[src/rtl/phys_reg_free_list_ckpt.sv]
// Checkpointed circular free list of physical register tags for the rename stage.
// Define FREE_LIST_BYPASS_EN to forward an enqueued tag straight to dequeue while the list is empty.
module phys_reg_free_list_ckpt #(
    parameter int unsigned NUM_PHYS_REGS      = 64,
    parameter int unsigned NUM_ARCH_REGS      = 32,
    parameter int unsigned CHECKPOINT_COLUMNS = 4,
    localparam int unsigned PHYS_REG_WIDTH    = $clog2(NUM_PHYS_REGS),
    localparam int unsigned DEPTH             = NUM_PHYS_REGS - NUM_ARCH_REGS,
    localparam int unsigned IW                = $clog2(DEPTH),
    localparam int unsigned PW                = IW + 1,
    localparam int unsigned COL_WIDTH         = (CHECKPOINT_COLUMNS > 1) ? $clog2(CHECKPOINT_COLUMNS) : 1
) (
    input  logic                      CLK,
    input  logic                      RST,
    output logic                      dequeue_valid,
    input  logic                      dequeue_ready,
    output logic [PHYS_REG_WIDTH-1:0] dequeue_phys_reg_tag,
    input  logic                      enqueue_valid,
    input  logic [PHYS_REG_WIDTH-1:0] enqueue_phys_reg_tag,
    input  logic                      save_checkpoint_valid,
    input  logic [COL_WIDTH-1:0]      save_checkpoint_column,
    input  logic                      restore_checkpoint_valid,
    input  logic [COL_WIDTH-1:0]      restore_checkpoint_column,
    output logic [PW-1:0]             free_count,
    output logic                      overflow_error
);

    if ((DEPTH < 2) || ((DEPTH & (DEPTH - 1)) != 0)) begin : g_depth_check
        $error("NUM_PHYS_REGS - NUM_ARCH_REGS must be a power of two >= 2");
    end

    logic [PHYS_REG_WIDTH-1:0] tags_q [DEPTH];
    logic [PW-1:0]             ckpt_q [CHECKPOINT_COLUMNS];
    logic [PW-1:0]             head_q, head_d, head_adv;
    logic [PW-1:0]             tail_q, tail_d;
    logic                      ovf_q, ovf_d;

    logic [IW-1:0] head_idx, tail_idx;
    logic          empty, full, bypass;
    logic          deq_fire, enq_fire, save_hit, restore_hit;

    assign head_idx = head_q[IW-1:0];
    assign tail_idx = tail_q[IW-1:0];

    // Status, handshakes and next-state pointers
    always_comb begin
        empty  = (head_q == tail_q);
        full   = (head_idx == tail_idx) && (head_q[IW] != tail_q[IW]);
`ifdef FREE_LIST_BYPASS_EN
        bypass = empty & enqueue_valid;
`else
        bypass = 1'b0;
`endif
        dequeue_valid        = ~empty | bypass;
        dequeue_phys_reg_tag = bypass ? enqueue_phys_reg_tag : tags_q[head_idx];

        deq_fire    = dequeue_valid & dequeue_ready & ~restore_checkpoint_valid;
        enq_fire    = enqueue_valid & (~full | deq_fire);
        save_hit    = save_checkpoint_valid & ~restore_checkpoint_valid
                      & (32'(save_checkpoint_column) < CHECKPOINT_COLUMNS);
        restore_hit = restore_checkpoint_valid
                      & (32'(restore_checkpoint_column) < CHECKPOINT_COLUMNS);

        head_adv = head_q + PW'(deq_fire);
        head_d   = head_adv;
        if (restore_hit) begin
            head_d = ckpt_q[restore_checkpoint_column];
        end
        tail_d = tail_q + PW'(enq_fire);
        ovf_d  = ovf_q | (enqueue_valid & ~enq_fire);
    end

    assign free_count     = tail_q - head_q;
    assign overflow_error = ovf_q;

    // Reset fills the list with the tags not mapped to architectural registers
    always_ff @(posedge CLK or posedge RST) begin
        if (RST) begin
            for (int unsigned i = 0; i < DEPTH; i++) begin
                tags_q[i] <= PHYS_REG_WIDTH'(NUM_ARCH_REGS + i);
            end
            for (int unsigned c = 0; c < CHECKPOINT_COLUMNS; c++) begin
                ckpt_q[c] <= '0;
            end
            head_q <= '0;
            tail_q <= PW'(DEPTH);
            ovf_q  <= 1'b0;
        end else begin
            head_q <= head_d;
            tail_q <= tail_d;
            ovf_q  <= ovf_d;
            if (enq_fire) begin
                tags_q[tail_idx] <= enqueue_phys_reg_tag;
            end
            if (save_hit) begin
                ckpt_q[save_checkpoint_column] <= head_adv;
            end
        end
    end

endmodule

[config.mk]
export PLATFORM = sky130hd
export DESIGN_NAME = phys_reg_free_list_ckpt
export DESIGN_NICKNAME = d
export VERILOG_FILES = /design/src/rtl/phys_reg_free_list_ckpt.sv
export SDC_FILE = /design/constraint.sdc
export NUM_CORES = 1
export LEC_CHECK = 0
export ABC_AREA = 1
export BUFFER_PORTS_ARGS = -buffer_cell sky130_fd_sc_hd__buf_2
export CORE_ASPECT_RATIO = 0.75
export CORE_MARGIN = 4
export CORE_UTILIZATION = 40
export CTS_CLUSTER_SIZE = 24
export DETAILED_ROUTE_END_ITERATION = 6
export RECOVER_POWER = 25
export SYNTH_ARGS = -nofsm -noshare
export SYNTH_HDL_FRONTEND = slang
export SYNTH_SLANG_ARGS = --single-unit
[constraint.sdc]
create_clock -name CLK -period 10.9 [get_ports CLK]
set_clock_uncertainty 0.15 [all_clocks]
set_input_delay 2.18 -clock CLK [delete_from_list [all_inputs] [get_ports CLK]]
set_output_delay 2.18 -clock CLK [all_outputs]
set_load 0.02 [all_outputs]
==> metrics.md <==
| Metric | Value |
|---|---|
| Status | finished, violations left |
| Failing checks | max-capacitance violations, max-slew violations |
| Largest net degree at the start of global routing | 92 |
| Die width | 208.6 um |
| Post-cts resize count | 0 |
| Total GRT Usage | 0.1965 |
| XOR/XNOR Fraction of Synth Area | 0.008706 |
| Setup Buffers After CTS | 0 |
| CTS tree | yes |
| Synth Area in Adders | 0.01099 |
| # port buffers | 29 |
| Sequential share of the synthesized area | 0.4864 |
| HP Class | register to register |
| Most common cell in the netlist | nand2_1 |
| DR iter-0 viols | 816 |
| Syn Area/Cell | 8.140 sq um |
| Final RePlAce weighted congestion | 0.8405 |
| Fin. Hold Viols | 0 |
| Worst-path clk slew | 60 ps |
| Largest family of logic cells by synthesized area | simple AND/OR/NAND/NOR gates |
| First-pass GRT wire length | 52080 um |
| Worst setup startpoint | RST |
| Crit Path Max Fanout | 91 |
| Hold WS | 324.8 ps |
| Post-route DRC | 0 |
| H-tree depth | 1 |
| Starting Density | 0.4107 |
| CP Class | primary input to async pin |
| Post-Syn Instances | 1483 |
| Setup crit end kind | async pin |
| Skew-Pair Late Insertion Delay | 530 ps |
| Synth Register Bits | 229 |
| Final nets | 1474 |
| Ranking of synthesized cells by area | dfstp_2, dfrtp_1, nand2_1 |
| Yosys top cell area share | 0.2460 |
| Crit start category | primary input |
| Row Count | 54 |
| RSZ-0062 raised after global routing | false |
| Worst-margin pin slew | 4005 ps |
| TritonCTS Buffers | 25 |
| Yosys cell types | 35 |
| Power Dens Cells | 278.6 mW/mm^2 |
| Reg2reg start | head_q[1] |
| EDFF count, synth | 0 |
| Clock sink count | 229 |
| Core box area | 0.02939 sq mm |
| Asr flop ratio synth | 1.000 |
| Final setup violation count | 0 |
| Worst rel slew slack | -1.685 |
| Static leakage | 5.737 nW |
| Post-synth top cells | nand2_1, o21ai_0, inv_1, nand3_1, dfrtp_1 |
| Number of diodes | 0 |
| I/O Pins | 30 |
| GRT overflow | 0 |
| Hold_sp | tags_q[31] |
| Ratio of cells with drive above 1 in the final layout | 0.1664 |
| Post-CTS Hold Buffers | 0 |
| Setup TNS | 0 ps |
| Syn nets | 1509 |
| Total iterations of the first detailed-routing run | 5 |
| Total number of vias | 9500 |
| Final period utilization | 0.5558 |
| Yosys warning count | 0 |
| Crit path DAT | 6460 ps |
| WP data required | 11300 ps |
| Area Overhead vs Synth | 7.349% |
| Die ar. | 0.03305 sq mm |
| Primary FF master, synth | dfrtp_1 |
| HPWL Detailed | 20020 um |
| Crit path time final | 6059 ps |
| Clk root buf | clkbuf_16 |
| Layout fillers | 3033 |
| Post-Route WL | 32510 um |
| Mux contribution to synthesized area | 0 |
| Worst IR Drop VDD | 140.5 uV |
| Vias per cell | 5.113 |
| Number of global-route vias before repair | 8983 |
| Pwr Total | 0.003610 W |
| Post-Syn Area | 0.01207 sq mm |
| Area leader, netlist | dfstp_2 |
| Fmax | 165.1 MHz |
| Max-cap violations | 1 |
| Die Ht | 158.4 um |
| Post-synthesis simple-gate area fraction | 0.2774 |
| WL/cell | 17.50 um |
| Compound-gate portion of the synthesized area | 0.1156 |
| Initial antenna violation count | 0 |
| Routed Antenna Nets | 0 |
| Final Max Slew Viols | 92 |
| Max clock buf depth | 3 |
## cell type report
class	count	area [sq um]	area share
Clock inverter	6	107.6	0.008304
Sequential cell	229	5877	0.4535
Timing Repair Buffer	41	234.0	0.01806
Clock buffer	39	768.2	0.05928
Multi-Input combinational cell	1018	4981	0.3844
Tap cell	392	490.5	0.03785
Inverter	133	500.5	0.03862
## registers in the layout, summed over array words and instances (netlist names)
| signal | cells |
|---|---|
| tags_q | 192 |
| ckpt_q | 24 |
| tail_q | 6 |
| overflow_error | 1 |
| head_q | 6 |
## critical path: stages
cell and delay, ps:
buf_2 100, clkinvlp_2 2240, buf_4 1030, buf_4 790
## final timing paths
| kind | end | slack (ps) | cells after the start |
|---|---|---|---|
| worst max-delay path | ckpt_q[6] | 4840 | 4 |
| worst min register to register | tags_q[31] | 320 | 2 |
| worst min-delay path | tags_q[31] | 320 | 2 |
| worst max register to register | tags_q[137] | 6640 | 8 |
| min in group asynchronous | tags_q[87] | 2710 | 2 |
| max in group CLK | dequeue_valid | 5040 | 6 |
## logic make-up after synthesis
family | Yosys count
flops | 229
compound gates | 263
buf+inv | 236
simple gates | 733
fa+ha+maj | 10
xor+xnor | 12
## power by group
| part | leakage, nW | switching (W) | internal [W] |
|---|---|---|---|
| clock network | 0.429 | 0.000354 | 0.000552 |
| logic | 2.62 | 0.000764 | 0.000397 |
| registers | 2.68 | 0.000235 | 0.00131 |
## cell usage in the layout, fill, tap and decap left out, types with 2 or more instances in the layout
| cell | instances |
|---|---|
| a31oi_1 | 2 |
| inv_1 | 126 |
| o21ai_0 | 193 |
| nand3_4 | 30 |
| o211ai_1 | 6 |
| clkbuf_8 | 9 |
| xnor2_1 | 3 |
| clkinv_1 | 2 |
| clkbuf_1 | 6 |
| inv_2 | 4 |
| nor3_1 | 4 |
| o21ai_2 | 12 |
| dfstp_2 | 113 |
| o21ai_1 | 25 |
| xor2_1 | 9 |
| o22ai_1 | 5 |
| buf_4 | 12 |
| bufinv_16 | 3 |
| nand4_1 | 2 |
| ha_1 | 9 |
| clkbuf_16 | 25 |
| nand3_1 | 127 |
| dfrtp_1 | 114 |
| nand2_1 | 510 |
| clkinv_2 | 2 |
| a21oi_1 | 16 |
| nor2_1 | 58 |
| buf_2 | 28 |
## routing by layer
| metal | vias to the layer above | global-route usage | share of wire |
|---|---|---|---|
| met5 | - | 0 | 0 |
| met4 | 0 | 0.04938 | 0.026 |
| met3 | 48 | 0.03762 | 0.057 |
| met2 | 240 | 0.3034 | 0.44 |
| met1 | 4558 | 0.2877 | 0.48 |
| li1 | 4654 | - | - |
## per-stage QoR
step / util / instances / instance area (sq um) / setup slack [ps]
final: 0.4409 / 1858 / 12960 / 4841
after global routing: 0.4409 / 1858 / 12960 / 3950
after CTS: 0.4412 / 1858 / 12970 / 5020
after detailed placement: 0.4114 / 1813 / 12090 / 5567
after global placement: 0.4114 / 1813 / 12090 / 5628
after floorplan: - / 1483 / 12070 / 2481
No activity file was read; power rests on OpenSTA's default activity.
